### src/rtl/c7bexu_issue_pkg.sv
// Shared definitions for the EXU issue/stall/flush block: FSM states,
// writeback source selects and default latency/timeout values.
package c7bexu_issue_pkg;

  typedef enum logic [1:0] {
    EXU_IDLE     = 2'd0,
    EXU_LSU_BUSY = 2'd1,
    EXU_MUL_BUSY = 2'd2
  } exu_state_e;

  localparam logic [1:0] ECL_SEL_ALU = 2'd0;
  localparam logic [1:0] ECL_SEL_LSU = 2'd1;
  localparam logic [1:0] ECL_SEL_MUL = 2'd2;

  localparam int unsigned MUL_LAT_DEF = 2;
  localparam int unsigned LSU_TMO_DEF = 255;
  localparam int unsigned BUSY_CNT_W  = 8;

endpackage

### src/rtl/c7bexu_busy_cnt.sv
// Loadable down-counter shared by the MUL latency and the LSU timeout.
// expire flags the enabled cycle in which the count steps from 1 to 0.
module c7bexu_busy_cnt
  import c7bexu_issue_pkg::*;
#(
  parameter int unsigned W = BUSY_CNT_W
) (
  input  logic         clk,
  input  logic         resetn,
  input  logic         load,
  input  logic [W-1:0] load_val,
  input  logic         en,
  output logic         expire
);

  logic [W-1:0] cnt;

  always_ff @(posedge clk) begin
    if (!resetn) begin
      cnt <= '0;
    end else if (load) begin
      cnt <= load_val;
    end else if (en && (cnt != '0)) begin
      cnt <= cnt - W'(1);
    end
  end

  assign expire = en & (cnt == W'(1));

endmodule

### src/rtl/c7bexu_issue.sv
// EXU issue control: stall/flush to IFU and RF writeback control.
// Optional LSU timeout is enabled by defining C7B_LSU_TMO_EN (LSU_TMO 1..255).
module c7bexu_issue
  import c7bexu_issue_pkg::*;
#(
  parameter int unsigned MUL_LAT = MUL_LAT_DEF,
  parameter int unsigned LSU_TMO = LSU_TMO_DEF
) (
  input  logic       clk,
  input  logic       resetn,
  input  logic       ifu_exu_vld_d,
  input  logic [4:0] ifu_exu_rd_d,
  input  logic       ifu_exu_wen_d,
  input  logic       ifu_exu_alu_vld_d,
  input  logic       ifu_exu_lsu_vld_d,
  input  logic       ifu_exu_mul_vld_d,
  input  logic       ifu_exu_bru_vld_d,
  input  logic       ifu_exu_csr_vld_d,
  input  logic       ifu_exu_ertn_vld_d,
  input  logic       dec_exc_vld_d,
  input  logic       bru_taken_d,
  input  logic       lsu_ecl_done,
  output logic       exu_ifu_stall,
  output logic       exu_ifu_flush,
  output logic       ecl_rf_wen_w,
  output logic [4:0] ecl_rf_waddr_w,
  output logic [1:0] ecl_rf_sel_w,
  output logic       ecl_lsu_tmo
);

  exu_state_e state, state_nxt;
  logic [4:0] lat_rd;
  logic       lat_wen;

  logic issue_ok, issue_lsu, issue_mul, issue_single, mul_single;
  logic cnt_load, cnt_en, cnt_expire, lsu_tmo_hit;
  logic [BUSY_CNT_W-1:0] cnt_load_val;

  // Excepting instructions neither write back nor start a multi-cycle op.
  assign issue_ok     = ifu_exu_vld_d & ~dec_exc_vld_d & (state == EXU_IDLE);
  assign issue_lsu    = issue_ok & ifu_exu_lsu_vld_d;
  assign issue_mul    = issue_ok & ~ifu_exu_lsu_vld_d & ifu_exu_mul_vld_d;
  assign issue_single = issue_ok & ~ifu_exu_lsu_vld_d & ~ifu_exu_mul_vld_d &
                        (ifu_exu_alu_vld_d | ifu_exu_bru_vld_d | ifu_exu_csr_vld_d);
  assign mul_single   = issue_mul & (MUL_LAT == 1);

  assign cnt_load     = issue_lsu | issue_mul;
  assign cnt_load_val = issue_lsu ? BUSY_CNT_W'(LSU_TMO) : BUSY_CNT_W'(MUL_LAT - 1);

`ifdef C7B_LSU_TMO_EN
  assign cnt_en      = (state == EXU_MUL_BUSY) | (state == EXU_LSU_BUSY);
  assign lsu_tmo_hit = (state == EXU_LSU_BUSY) & cnt_expire & ~lsu_ecl_done;
`else
  assign cnt_en      = (state == EXU_MUL_BUSY);
  assign lsu_tmo_hit = 1'b0;
`endif

  c7bexu_busy_cnt #(
    .W (BUSY_CNT_W)
  ) u_busy_cnt (
    .clk      (clk),
    .resetn   (resetn),
    .load     (cnt_load),
    .load_val (cnt_load_val),
    .en       (cnt_en),
    .expire   (cnt_expire)
  );

  always_ff @(posedge clk) begin
    if (!resetn) begin
      state   <= EXU_IDLE;
      lat_rd  <= '0;
      lat_wen <= 1'b0;
    end else begin
      state <= state_nxt;
      if (cnt_load) begin
        lat_rd  <= ifu_exu_rd_d;
        lat_wen <= ifu_exu_wen_d;
      end
    end
  end

  // Outputs are forced low while reset is asserted so an abandoned op never writes back.
  always_comb begin
    state_nxt      = state;
    exu_ifu_stall  = 1'b0;
    exu_ifu_flush  = 1'b0;
    ecl_rf_wen_w   = 1'b0;
    ecl_rf_waddr_w = '0;
    ecl_rf_sel_w   = ECL_SEL_ALU;
    ecl_lsu_tmo    = 1'b0;
    if (resetn) begin
      exu_ifu_stall = (state != EXU_IDLE);
      exu_ifu_flush = (ifu_exu_vld_d & (dec_exc_vld_d | ifu_exu_ertn_vld_d |
                                        (ifu_exu_bru_vld_d & bru_taken_d))) | lsu_tmo_hit;
      ecl_lsu_tmo   = lsu_tmo_hit;
      case (state)
        EXU_IDLE: begin
          if (issue_lsu) begin
            state_nxt = EXU_LSU_BUSY;
          end else if (issue_mul && !mul_single) begin
            state_nxt = EXU_MUL_BUSY;
          end
          if (issue_single || mul_single) begin
            ecl_rf_wen_w   = ifu_exu_wen_d;
            ecl_rf_waddr_w = ifu_exu_rd_d;
            ecl_rf_sel_w   = mul_single ? ECL_SEL_MUL : ECL_SEL_ALU;
          end
        end
        EXU_LSU_BUSY: begin
          if (lsu_ecl_done) begin
            ecl_rf_wen_w   = lat_wen;
            ecl_rf_waddr_w = lat_rd;
            ecl_rf_sel_w   = ECL_SEL_LSU;
            state_nxt      = EXU_IDLE;
          end else if (lsu_tmo_hit) begin
            state_nxt = EXU_IDLE;
          end
        end
        EXU_MUL_BUSY: begin
          if (cnt_expire) begin
            ecl_rf_wen_w   = lat_wen;
            ecl_rf_waddr_w = lat_rd;
            ecl_rf_sel_w   = ECL_SEL_MUL;
            state_nxt      = EXU_IDLE;
          end
        end
        default: state_nxt = EXU_IDLE;
      endcase
    end
  end

endmodule

### config.mk
export PLATFORM = sky130hd
export DESIGN_NAME = c7bexu_issue
export DESIGN_NICKNAME = d
export VERILOG_FILES = /design/src/rtl/c7bexu_issue_pkg.sv /design/src/rtl/c7bexu_busy_cnt.sv /design/src/rtl/c7bexu_issue.sv
export SDC_FILE = /design/constraint.sdc
export NUM_CORES = 1
export LEC_CHECK = 0
export CAP_MARGIN = 10
export CORE_MARGIN = 5
export CORE_UTILIZATION = 45
export CTS_CLUSTER_DIAMETER = 150
export CTS_CLUSTER_SIZE = 28
export DETAILED_ROUTE_END_ITERATION = 16
export PLACE_DENSITY = 0.81
export SLEW_MARGIN = 15
export SYNTH_ARGS = -nofsm -noshare
export SYNTH_HDL_FRONTEND = slang
export SYNTH_SLANG_ARGS = --single-unit
### constraint.sdc
create_clock -name clk -period 4.46 [get_ports clk]
set_input_delay 1.115 -clock clk [delete_from_list [all_inputs] [get_ports clk]]
set_output_delay 1.115 -clock clk [all_outputs]
set_load 0.1 [all_outputs]
Word-level counts from Yosys, hierarchy flattened
Index checks and enable logic that the tools add are counted.
Storage, ports and cells
  flip-flop bits (word level): 16
  input bits: 18
  output and inout port bits: 11
  logic and storage cells: 59
Operators by class
  add/sub/neg operators: 1
  eq/ne operators: 6
  mux-type cells: 24
  bitwise logic cells: 18
  reductions and logical operators: 6
Operators by type and width (number)
  8-bit two-way mux: 3
  5-bit two-way mux: 4
  5-bit one-hot mux with 3 select lines: 1
  2-bit two-way mux: 6
  1-bit AND: 10
  8-bit by 1-bit equality test with 1-bit output, second input constant: 1
  8-bit nonzero test: 1
  8-bit by 1-bit subtractor with 8-bit output, second input constant: 1
  1-bit two-way mux: 7
  2-bit one-hot mux with 3 select lines: 1
  1-bit OR: 5
  2-bit inequality test, second input constant: 2
  2-bit one-hot mux with 2 select lines: 1
  2-bit nonzero test: 2
  3-bit inequality test, second input constant: 1
  1-bit NOT: 3
  1-bit one-hot mux with 3 select lines: 1
  3-bit AND reduction: 1
  2-bit by 1-bit equality test with 1-bit output, second input constant: 1
  2-bit equality test, second input constant: 1
  2-bit zero test: 1
  1-bit logical AND: 1

Longest topological paths before layout
Gate-level depths: netlist of run 1.
  word-level depth: 9
  depth in mapped cells: 7
  gate-level depth less buffers: 6

Cells and area by module
From an unflattened synthesis of run 1, not the netlist that was laid out.
Second synthesis, totals
  cells, all modules: 154
  area, all modules: 1193.6 sq um
By module, submodules not included
  c7bexu_issue: times used 1, cells each 89, area each 666.9 sq um, seq. area each 160.2 sq um
  c7bexu_busy_cnt: times used 1, cells each 65, area each 526.8 sq um, seq. area each 160.2 sq um

Worst setup path before layout of run 1
No wires, ideal clock.
  kind: input port to output port
  start point: input port resetn
  end point: output port ecl_rf_sel_w[1]
  arrival time: 2.825 ns
  data required time: 3.345 ns
  path slack: 0.520 ns
  stages on the path: 3
  buffers on the path: 1
  cells stage by stage: clkbuf_1 > inv_1 > nor2_1
On the way
  word-level cells in the longest chain between the ends: 1
RTL lines
  start: declaration: RTL line c7bexu_issue.sv:10  | input logic resetn,
  2-bit two-way mux: RTL line c7bexu_issue.sv:92  | if (resetn) begin
  end: declaration: RTL line c7bexu_issue.sv:27  | output logic [1:0] ecl_rf_sel_w,
Every way passes these cells.

Worst setup path after layout of run 1
  start point: input port ifu_exu_lsu_vld_d
  end point: output port ecl_rf_waddr_w[1]
On the way
  word-level cells in the longest chain between the ends: 7
RTL lines
  start: declaration: RTL line c7bexu_issue.sv:15  | input logic ifu_exu_lsu_vld_d,
  1-bit NOT: RTL line c7bexu_issue.sv:43  | assign issue_single = issue_ok & ~ifu_exu_lsu_vld_d & ~ifu_exu_mul_vld_d &
  1-bit AND (3 in series): RTL line c7bexu_issue.sv:43
  5-bit two-way mux: RTL line c7bexu_issue.sv:104  | if (issue_single || mul_single) begin
  5-bit one-hot mux with 3 select lines: RTL line c7bexu_issue.sv:97  | case (state)
  5-bit two-way mux: RTL line c7bexu_issue.sv:92
  end: declaration: RTL line c7bexu_issue.sv:26  | output logic [4:0] ecl_rf_waddr_w,
Every way passes these cells.

==> reports/results.tsv, run 1 <==
metric	value	unit
vias in the first global route	1028	
Core Footprint	2230	sq um
worst rel slew slack	0.507	
M1 GR Usage	0.214	
Overflow after GRT	0	
Syn Nets	147	
crit path max fanout	6	
CTS max path bufs	2	
syn_area_per_cell	8.71	sq um
final net count	176	
routed wire length	2680	um
flop2flop setup slack	2.48	ns
drt wl/cell	15.2	um
Worst-path clk slew	0.09	ns
Fmax achieved	0.255	GHz
# fillers	195	
non-filler cells, final	177	
Hold Vio Cnt, Final	0	
Vias	1040	
Port Buffers	27	
I/O pin count	29	
largest net degree at the start of global routing	17	
commonest non-fill, non-tap cells in the layout	17 x clkdlybuf4s50_1, 16 x dfxtp_1, 14 x nor2_1	
crit share post-route	0.878	
Hold Path Class	flop to flop	
Reg-to-Reg Start	state[0]	
RSZ-0062 raised after global routing	no	
MaxCap Viol Count	0	
CP startpoint kind	input pin	
final setup TNS	0	ns
Post-synth ARST share	0	
#FFs+latches synth	16	
PD cells	498	nW/um^2
ANT nets after route	0	
area of the multi-input gates	688	sq um
Pwr Total	0.710	mW
Tightest Pin Transition	0.739	ns
Final Core Density	0.638	
max-slew violations	0	
share of cells above drive strength 1	0.121	
placed cell count	174	
critical path class	input pin to output port	
CTS root buf	clkbuf_4	
Main synth FF type	dfxtp_1	
Clk Latency, worst-skew pair	0.28	ns
Worst Setup EP	ecl_rf_waddr_w[1]	
reg2reg end	u_busy_cnt.cnt[5]	
router iterations before antenna repair	4	
Synth warnings	0	
RePlAce Congestion	0.814	
CTS tree	built	
die boundary width	58.6	um
buffer count from post-CTS setup fixing	0	
status	completed	
R2R cell count	6	
Cell Rows	17	
Critical Path Source	ifu_exu_lsu_vld_d	
synth unique cells	43	
global route hottest layer	met2	
minimum clock period	3.91	ns
pre-CTS WS	0.561	ns
worst setup margin	0.545	ns
Post-Syn Instances	122	
DRT iter0 DRCs	22	
All-Layer GR Usage	0.168	
met2 Use GR	0.281	
die footprint	3430	sq um
Synth area leader	dfxtp_1	
Setup Skew	0.00139	ns
# setup viols final	0	
met3 usage	0.0461	
post-DP HPWL	2170	um
H-tree depth	1	
sequential area share after synthesis	0.302	
share of the synthesized area in the top cell type	0.302	
number of synthesized flops with an enable pin	0	
maximum VDD drop	341	uV
Remaining DRCs	0	
Post-CTS Resized	0	
Synth area leaders	dfxtp_1 30%, ha_1 8.2%, mux2i_1 6.6%, nor2_1 4.9%, a22o_1 4.9%	
Setup crit end kind	output port	
clk sinks	16	
Worst Path Arrival	2.80	ns
TritonCTS Buffers	3	
Sequential cell area	320	sq um
die height	58.6	um
antenna violations before repair	0	
ANT cells	0	
Synth-to-Final Area Change	34.0	%
Mapped Area	1060	sq um
Initial Util	0.476	
vias per inst	5.88	
static leakage	0.564	nW
Worst EP required	3.35	ns
CTS Hold Bufs	0	
commonest non-fill, non-tap cell in the layout	clkdlybuf4s50_1	
global-route wire length before repair	4600	um
==> how the worst min path moves through the flow <==
stage            start  cells after the start  slack [ns]       to
2_1_floorplan  lat_wen                      2        0.45  lat_wen
3_3_place_gp   lat_wen                      2        0.47  lat_wen
3_5_place_dp   lat_wen                      2        0.49  lat_wen
4_1_cts        lat_wen                      2        0.50  lat_wen
5_1_grt        lat_wen                      2        0.53  lat_wen
6_report       lat_wen                      2        0.51  lat_wen
==> flip-flops by register name, indices dropped and copies added, names as in the netlist <==
signal,cells
u_busy_cnt.cnt,8
state,2
lat_wen,1
lat_rd,5
==> power by group <==
| group | leakage (nW) | internal [mW] | switching [mW] |
|---|---|---|---|
| registers | 0.131 | 0.182 | 0.0507 |
| logic | 0.419 | 0.170 | 0.232 |
| clock network | 0.0138 | 0.0313 | 0.0429 |
| total | 0.564 | 0.383 | 0.326 |
==> logic make-up (layout without fill, tap and decap cells) <==
logic type                 count (synthesis)  in the layout  synth area share
and+or+nand+nor                           46             46             0.239
AOI/OAI and AO/OA                         32             32             0.249
DFF                                       16             16             0.302
buffers and inverters                     12             39            0.0506
adders and majority gates                  7              7            0.0824
muxes                                      7              7            0.0660
other                                      1              1           0.00353
xor gates and xnor gates                   1              1           0.00825
==> synthesized netlist by cell type, types with 3 or more instances <==
cell / count
mux2i_1: 7
ha_1: 7
a211oi_1: 3
nor3_1: 5
a311oi_1: 3
nand3_1: 3
nor2_1: 14
a21oi_1: 3
o21ai_0: 3
inv_1: 8
nand2_1: 7
o21a_1: 3
a22o_1: 6
dfxtp_1: 16
==> area by class of cell <==
type,instances,area share
flip-flops and latches,16,0.225
repair buffers,28,0.230
multi-input cells,94,0.483
clock buffers,3,0.0158
inverters,8,0.0211
well taps,28,0.0246
==> through the flow <==
step / instance area [sq um] / hold WS [ns]
after floorplan: 1060 / 0.449
after global placement: 1400 / 0.469
after detailed placement: 1400 / 0.487
after CTS: 1420 / 0.502
after global routing: 1420 / 0.528
final: 1420 / 0.506
==> layer usage <==
| metal | vias to the layer above | routed length [um] |
|---|---|---|
| met4 | 0 | 13 |
| li1 | 511 | - |
| met5 | - | 0 |
| met1 | 477 | 1110 |
| met3 | 2 | 217 |
| met2 | 50 | 1340 |
==> worst max-delay path, cell delays in order <==
cell	delay (ns)
clkdlybuf4s50_1	0.47
nor2_1	0.24
o311ai_0	0.17
nor2_1	0.35
a22o_1	0.26
buf_12	0.19
Power figures use the tool's default switching activity.
==> inputs of run 2 (changes only) <==
--- a/config.mk
+++ b/config.mk
@@ -6,12 +6,11 @@
 export NUM_CORES = 1
 export LEC_CHECK = 0
 export CAP_MARGIN = 10
-export CORE_MARGIN = 5
 export CORE_UTILIZATION = 45
 export CTS_CLUSTER_DIAMETER = 150
 export CTS_CLUSTER_SIZE = 28
 export DETAILED_ROUTE_END_ITERATION = 16
-export PLACE_DENSITY = 0.81
+export PLACE_DENSITY = 0.73
 export SLEW_MARGIN = 15
 export SYNTH_ARGS = -nofsm -noshare
 export SYNTH_HDL_FRONTEND = slang
==> run 2 against run 1 <==
Combinational power about the same. Routed wire length is 0.67% higher. Final area stayed put. Global-route usage increased by 6.7 points. Register-to-register slack got worse by 0.06 ns. Core utilization rose by 0.61 points. Sequential share of layout area did not move. Critical endpoint is now ecl_rf_waddr_w[4]. Largest cell class unchanged. Largest power group unchanged. Highest routed layer unchanged.
==> reports/results.tsv, run 2 (synthesis results as in run 1) <==
metric	value	unit	change
maximum VDD drop	464	uV	was 341 uV
routed wire length	2700	um	was 2680 um
RePlAce Congestion	0.818		was 0.814
Worst EP required	3.35	ns	about the same
Tightest Pin Transition	0.783	ns	was 0.739 ns
global-route wire length before repair	4440	um	was 4600 um
Setup Skew	0.00882	ns	was 0.00139 ns
ANT nets after route	0		unchanged
PD cells	499	nW/um^2	was 498 nW/um^2
# setup viols final	0		unchanged
Hold Vio Cnt, Final	0		unchanged
max-slew violations	0		unchanged
Initial Util	0.480		was 0.476
CP startpoint kind	input pin		unchanged
Clk Latency, worst-skew pair	0.28	ns	about the same
Fmax achieved	0.251	GHz	was 0.255 GHz
final net count	176		unchanged
CP cell instances	clkdlybuf4s50_1 > nor2_1 > o311ai_0 > nor2_1 > a22o_1 > buf_12		unchanged
Worst Hold Depth	2		unchanged
clk sinks	16		unchanged
die height	50.6	um	was 58.6 um
DRT iter0 DRCs	27		was 22
I/O pin count	29		unchanged
largest net degree at the start of global routing	17		unchanged
Placed Instance Area	1400	sq um	unchanged
reg2reg end	u_busy_cnt.cnt[1]		was u_busy_cnt.cnt[5]
design area	1420	sq um	unchanged
vias in the first global route	1014		was 1,028
router iterations before antenna repair	4		unchanged
M1 WL	1190	um	was 1110 um
CTS root buf	clkbuf_4		unchanged
crit path max fanout	6		unchanged
R2R cell count	6		unchanged
Worst Path Arrival	2.87	ns	was 2.80 ns
commonest non-fill, non-tap cells in the layout	17 x clkdlybuf4s50_1, 16 x dfxtp_1, 14 x nor2_1		unchanged
minimum clock period	3.98	ns	was 3.91 ns
TritonCTS Buffers	3		unchanged
crit path max-delay cell type	clkdlybuf4s50_1		unchanged
Top Metal Used	met4		unchanged
Crit path largest cell delay	0.46	ns	was 0.47 ns
crit share post-route	0.893		was 0.878
Remaining DRCs	0		unchanged
commonest non-fill, non-tap cell in the layout	clkdlybuf4s50_1		unchanged
status	completed		unchanged
worst rel slew slack	0.478		was 0.507
Hold Path Class	flop to flop		unchanged
met2 wire length	1340	um	about the same
share of cells above drive strength 1	0.121		unchanged
Port Buffers	27		unchanged
critical path class	input pin to output port		unchanged
WL met3	151	um	was 217 um
Sequential cell area	320	sq um	unchanged
CTS Hold Bufs	0		unchanged
Hold Crit Endpoint	lat_wen		unchanged
die footprint	2560	sq um	was 3430 sq um
largest registers	u_busy_cnt.cnt x8, lat_rd x5, state x2		unchanged
H-tree depth	1		unchanged
Top reg by flops	u_busy_cnt.cnt		unchanged
die boundary width	50.6	um	was 58.6 um
drt wl/cell	15.3	um	was 15.2 um
# fillers	204		was 195
Vias	1031		was 1,040
post-DP HPWL	2090	um	was 2170 um
buffer count from post-CTS setup fixing	0		unchanged
antenna violations before repair	0		unchanged
Synth-to-Final Area Change	34.0	%	unchanged
Worst-path clk slew	0.09	ns	about the same
MaxCap Viol Count	0		unchanged
RSZ-0062 raised after global routing	no		unchanged
Reg-to-Reg Start	state[0]		unchanged
Core Footprint	2210	sq um	was 2230 sq um
flop2flop setup slack	2.42	ns	was 2.48 ns
final setup TNS	0	ns	unchanged
most used cell, CP	nor2_1		unchanged
Overflow after GRT	0		unchanged
Worst Hold Launch	lat_wen		unchanged
All-Layer GR Usage	0.235		was 0.168
Cell Rows	17		unchanged
Post-CTS Resized	0		unchanged
max reg flops	8		unchanged
CTS max path bufs	2		unchanged
CTS tree	built		unchanged
area of the multi-input gates	688	sq um	unchanged
vias per inst	5.82		was 5.88
ANT cells	0		unchanged
static leakage	0.564	nW	unchanged
Setup crit end kind	output port		unchanged
[run 2: per-layer routing]
| layer | track usage | vias up |
|---|---|---|
| li1 | - | 510 |
| met1 | 0.273 | 492 |
| met2 | 0.416 | 27 |
| met3 | 0.0545 | 2 |
| met4 | 0.0880 | 0 |
| met5 | 0 | - |
[run 2: worst max-delay path by stage]
stage	startpoint	to	slack, ns
2_1_floorplan	resetn	ecl_rf_sel_w[1]	0.52
3_3_place_gp	ifu_exu_lsu_vld_d	ecl_rf_wen_w	0.60
3_5_place_dp	ifu_exu_lsu_vld_d	ecl_rf_waddr_w[4]	0.51
4_1_cts	ifu_exu_lsu_vld_d	ecl_rf_waddr_w[4]	0.51
5_1_grt	ifu_exu_lsu_vld_d	ecl_rf_wen_w	0.32
6_report	ifu_exu_lsu_vld_d	ecl_rf_waddr_w[4]	0.48
[run 2: through the flow]
stage           util  setup WS (ns)  hold WS (ns)  power, mW  cells
3_3_place_gp   0.633          0.596         0.459      0.617    174
6_report       0.644          0.478         0.502      0.710    177
3_5_place_dp   0.633          0.511         0.483      0.636    174
2_1_floorplan      -          0.520         0.449      0.541    122
4_1_cts        0.644          0.507         0.496      0.711    177
5_1_grt        0.644          0.323         0.523      0.770    177
[run 2: layout make-up]
class,count,share of cell area
Tap cell,28,0.0246
Timing Repair Buffer,28,0.230
Multi-Input combinational cell,94,0.483
Inverter,8,0.0211
Clock buffer,3,0.0158
Sequential cell,16,0.225
[run 2: worst max-delay path: cells and delay by family]
family | cells | cell delay [ns]
AO/OA/AOI/OAI | 2 | 0.46
buffers and inverters | 2 | 0.65
AND/OR/NAND/NOR | 2 | 0.63
[run 2: report_power, final]
part	switching, mW	internal (mW)	leakage [nW]	total (mW)
clock network	0.0422	0.0313	0.0138	0.0735
registers	0.0511	0.182	0.131	0.233
logic	0.233	0.171	0.419	0.404
total	0.326	0.384	0.564	0.710
==> inputs of run 3 (changes only) <==
--- a/config.mk
+++ b/config.mk
@@ -10,7 +10,9 @@
 export CTS_CLUSTER_DIAMETER = 150
 export CTS_CLUSTER_SIZE = 28
 export DETAILED_ROUTE_END_ITERATION = 16
-export PLACE_DENSITY = 0.73
+export DONT_BUFFER_PORTS = 1
+export PLACE_DENSITY = 0.58
+export SETUP_SLACK_MARGIN = 0.15
 export SLEW_MARGIN = 15
 export SYNTH_ARGS = -nofsm -noshare
 export SYNTH_HDL_FRONTEND = slang
==> run 3 against run 2 <==
Hold slack lost 0.0034 ns. Clock skew shrank 0.0048 ns. Fmax grew 15%. Clock power grew 31%. Global-route usage shrank 2.3 points. Core utilization shrank 10 points. Clock-buffer cell count grew 1. Critical path depth shrank 1. Final area shrank 16%. Sequential share of layout area grew 4.3 points.
==> reports/results.tsv, run 3 (synthesis results as in run 1) <==
metric	value	unit	change
CTS root buf	clkbuf_4		unchanged
crit path max fanout	6		unchanged
minimum clock period	3.47	ns	was 3.98 ns
H-tree depth	1		unchanged
delay-heaviest family, CP	simple AND/OR/NAND/NOR gates		was buffers and inverters
share of cells above drive strength 1	0.167		was 0.121
crit share post-route	0.779		was 0.893
die footprint	2560	sq um	unchanged
maximum VDD drop	318	uV	was 464 uV
# fillers	227		was 204
area of the multi-input gates	698	sq um	was 688 sq um
clk sinks	16		unchanged
Tightest Pin Transition	0.788	ns	was 0.783 ns
Overflow after GRT	0		unchanged
I/O pin count	29		unchanged
Sequential cell area	320	sq um	unchanged
Worst-path clk slew	0.09	ns	about the same
ANT nets after route	0		unchanged
Setup Skew	0.00403	ns	was 0.00882 ns
most used cell, CP	nor2_1		unchanged
antenna violations before repair	0		unchanged
Synth-to-Final Area Change	12.5	%	was 34.0%
design area	1190	sq um	was 1420 sq um
Remaining DRCs	0		unchanged
die boundary width	50.6	um	unchanged
RePlAce Congestion	0.777		was 0.818
Initial Util	0.480		unchanged
worst setup margin	0.985	ns	was 0.478 ns
global-route wire length before repair	4090	um	was 4440 um
CTS tree	built		unchanged
ANT cells	0		unchanged
Post-CTS Resized	0		unchanged
Final Core Density	0.540		was 0.644
Vias	954		was 1,031
TritonCTS Buffers	3		unchanged
static leakage	0.483	nW	was 0.564 nW
Worst Path Arrival	2.36	ns	was 2.87 ns
Fmax achieved	0.288	GHz	was 0.251 GHz
commonest non-fill, non-tap cells in the layout	16 x dfxtp_1, 10 x nor2_1, 10 x buf_4		was 17 x clkdlybuf4s50_1, 16 x dfxtp_1, 14 x nor2_1
MaxCap Viol Count	0		unchanged
worst path bufs/invs	1		was 2
pre-CTS WS	0.988	ns	was 0.511 ns
final setup TNS	0	ns	unchanged
Core Footprint	2210	sq um	unchanged
Clk Latency, worst-skew pair	0.29	ns	was 0.28 ns
routed wire length	2510	um	was 2700 um
status	completed		unchanged
vias in the first global route	929		was 1,014
die height	50.6	um	unchanged
Hold Path Class	flop to flop		unchanged
worst rel slew slack	0.474		was 0.478
drt wl/cell	15.7	um	was 15.3 um
router iterations before antenna repair	4		unchanged
max reg flops	8		unchanged
commonest non-fill, non-tap cell in the layout	dfxtp_1		was clkdlybuf4s50_1
crit path max-delay cell type	nor2_1		was clkdlybuf4s50_1
Pwr Total	0.713	mW	was 0.710 mW
post-DP HPWL	1890	um	was 2090 um
RSZ-0062 raised after global routing	no		unchanged
Hold Vio Cnt, Final	0		unchanged
Top reg by flops	u_busy_cnt.cnt		unchanged
largest registers	u_busy_cnt.cnt x8, lat_rd x5, state x2		unchanged
PD cells	597	nW/um^2	was 499 nW/um^2
Setup crit end kind	output port		unchanged
Cell Rows	17		unchanged
# setup viols final	0		unchanged
CP cell instances	nor2_1 > o311ai_0 > nor2_1 > a22o_1 > buf_4		was clkdlybuf4s50_1 > nor2_1 > o311ai_0 > nor2_1 > a22o_1 > buf_12
Worst EP required	3.35	ns	about the same
DRT iter0 DRCs	24		was 27
Crit path largest cell delay	0.37	ns	was 0.46 ns
CTS Hold Bufs	0		unchanged
Port Buffers	0		was 27
critical path class	input pin to output port		unchanged
All-Layer GR Usage	0.213		was 0.235
CP startpoint kind	input pin		unchanged
max-slew violations	0		unchanged
largest net degree at the start of global routing	17		unchanged
Placed Instance Area	1160	sq um	was 1400 sq um
final net count	158		was 176
vias per inst	5.96		was 5.82
CTS max path bufs	2		unchanged
buffer count from post-CTS setup fixing	0		unchanged
run 3: changes by cell type in the layout (fill, tap and decap cells not counted), sizes merged:
| cell | change |
|---|---|
| clkdlybuf4s50 | -17 |
| clkbuf | +1 |
| buf | -1 |
run 3: per-layer routing:
layer,track usage,routed length (um)
met3,0.0303,117
met5,0,0
met1,0.269,1160
met4,0.0833,34
met2,0.360,1200
run 3: area by class of cell:
| class | instances | area share |
|---|---|---|
| Sequential cell | 16 | 0.268 |
| Inverter | 8 | 0.0251 |
| Timing Repair Buffer | 10 | 0.0628 |
| Tap cell | 28 | 0.0293 |
| Clock buffer | 4 | 0.0304 |
| Multi-Input combinational cell | 94 | 0.584 |
run 3: worst paths after layout:
check	slack (ns)	to	from	cells after the start
setup / recovery	0.99	ecl_rf_wen_w	ifu_exu_mul_vld_d	5
hold / removal	0.50	lat_wen	lat_wen	2
setup reg to reg	2.43	u_busy_cnt.cnt[2]	state[0]	6
hold reg to reg	0.50	lat_wen	lat_wen	2
run 3: tightest hold or removal path: stages, from the launching register on:
cell     delay, ns
dfxtp_1       0.32
o21ai_0       0.07
a21oi_1       0.07
run 3: report_power, final:
part | total (mW) | internal (mW) | leakage (nW) | switching, mW
Clock | 0.0966 | 0.0497 | 0.0210 | 0.0469
Sequential | 0.232 | 0.182 | 0.131 | 0.0500
Combinational | 0.385 | 0.155 | 0.331 | 0.230
run 3: stage by stage:
step	cells	hold slack [ns]
3_5_place_dp	156	0.480
2_1_floorplan	122	0.449
5_1_grt	160	0.532
3_3_place_gp	156	0.464
4_1_cts	160	0.494
6_report	160	0.499
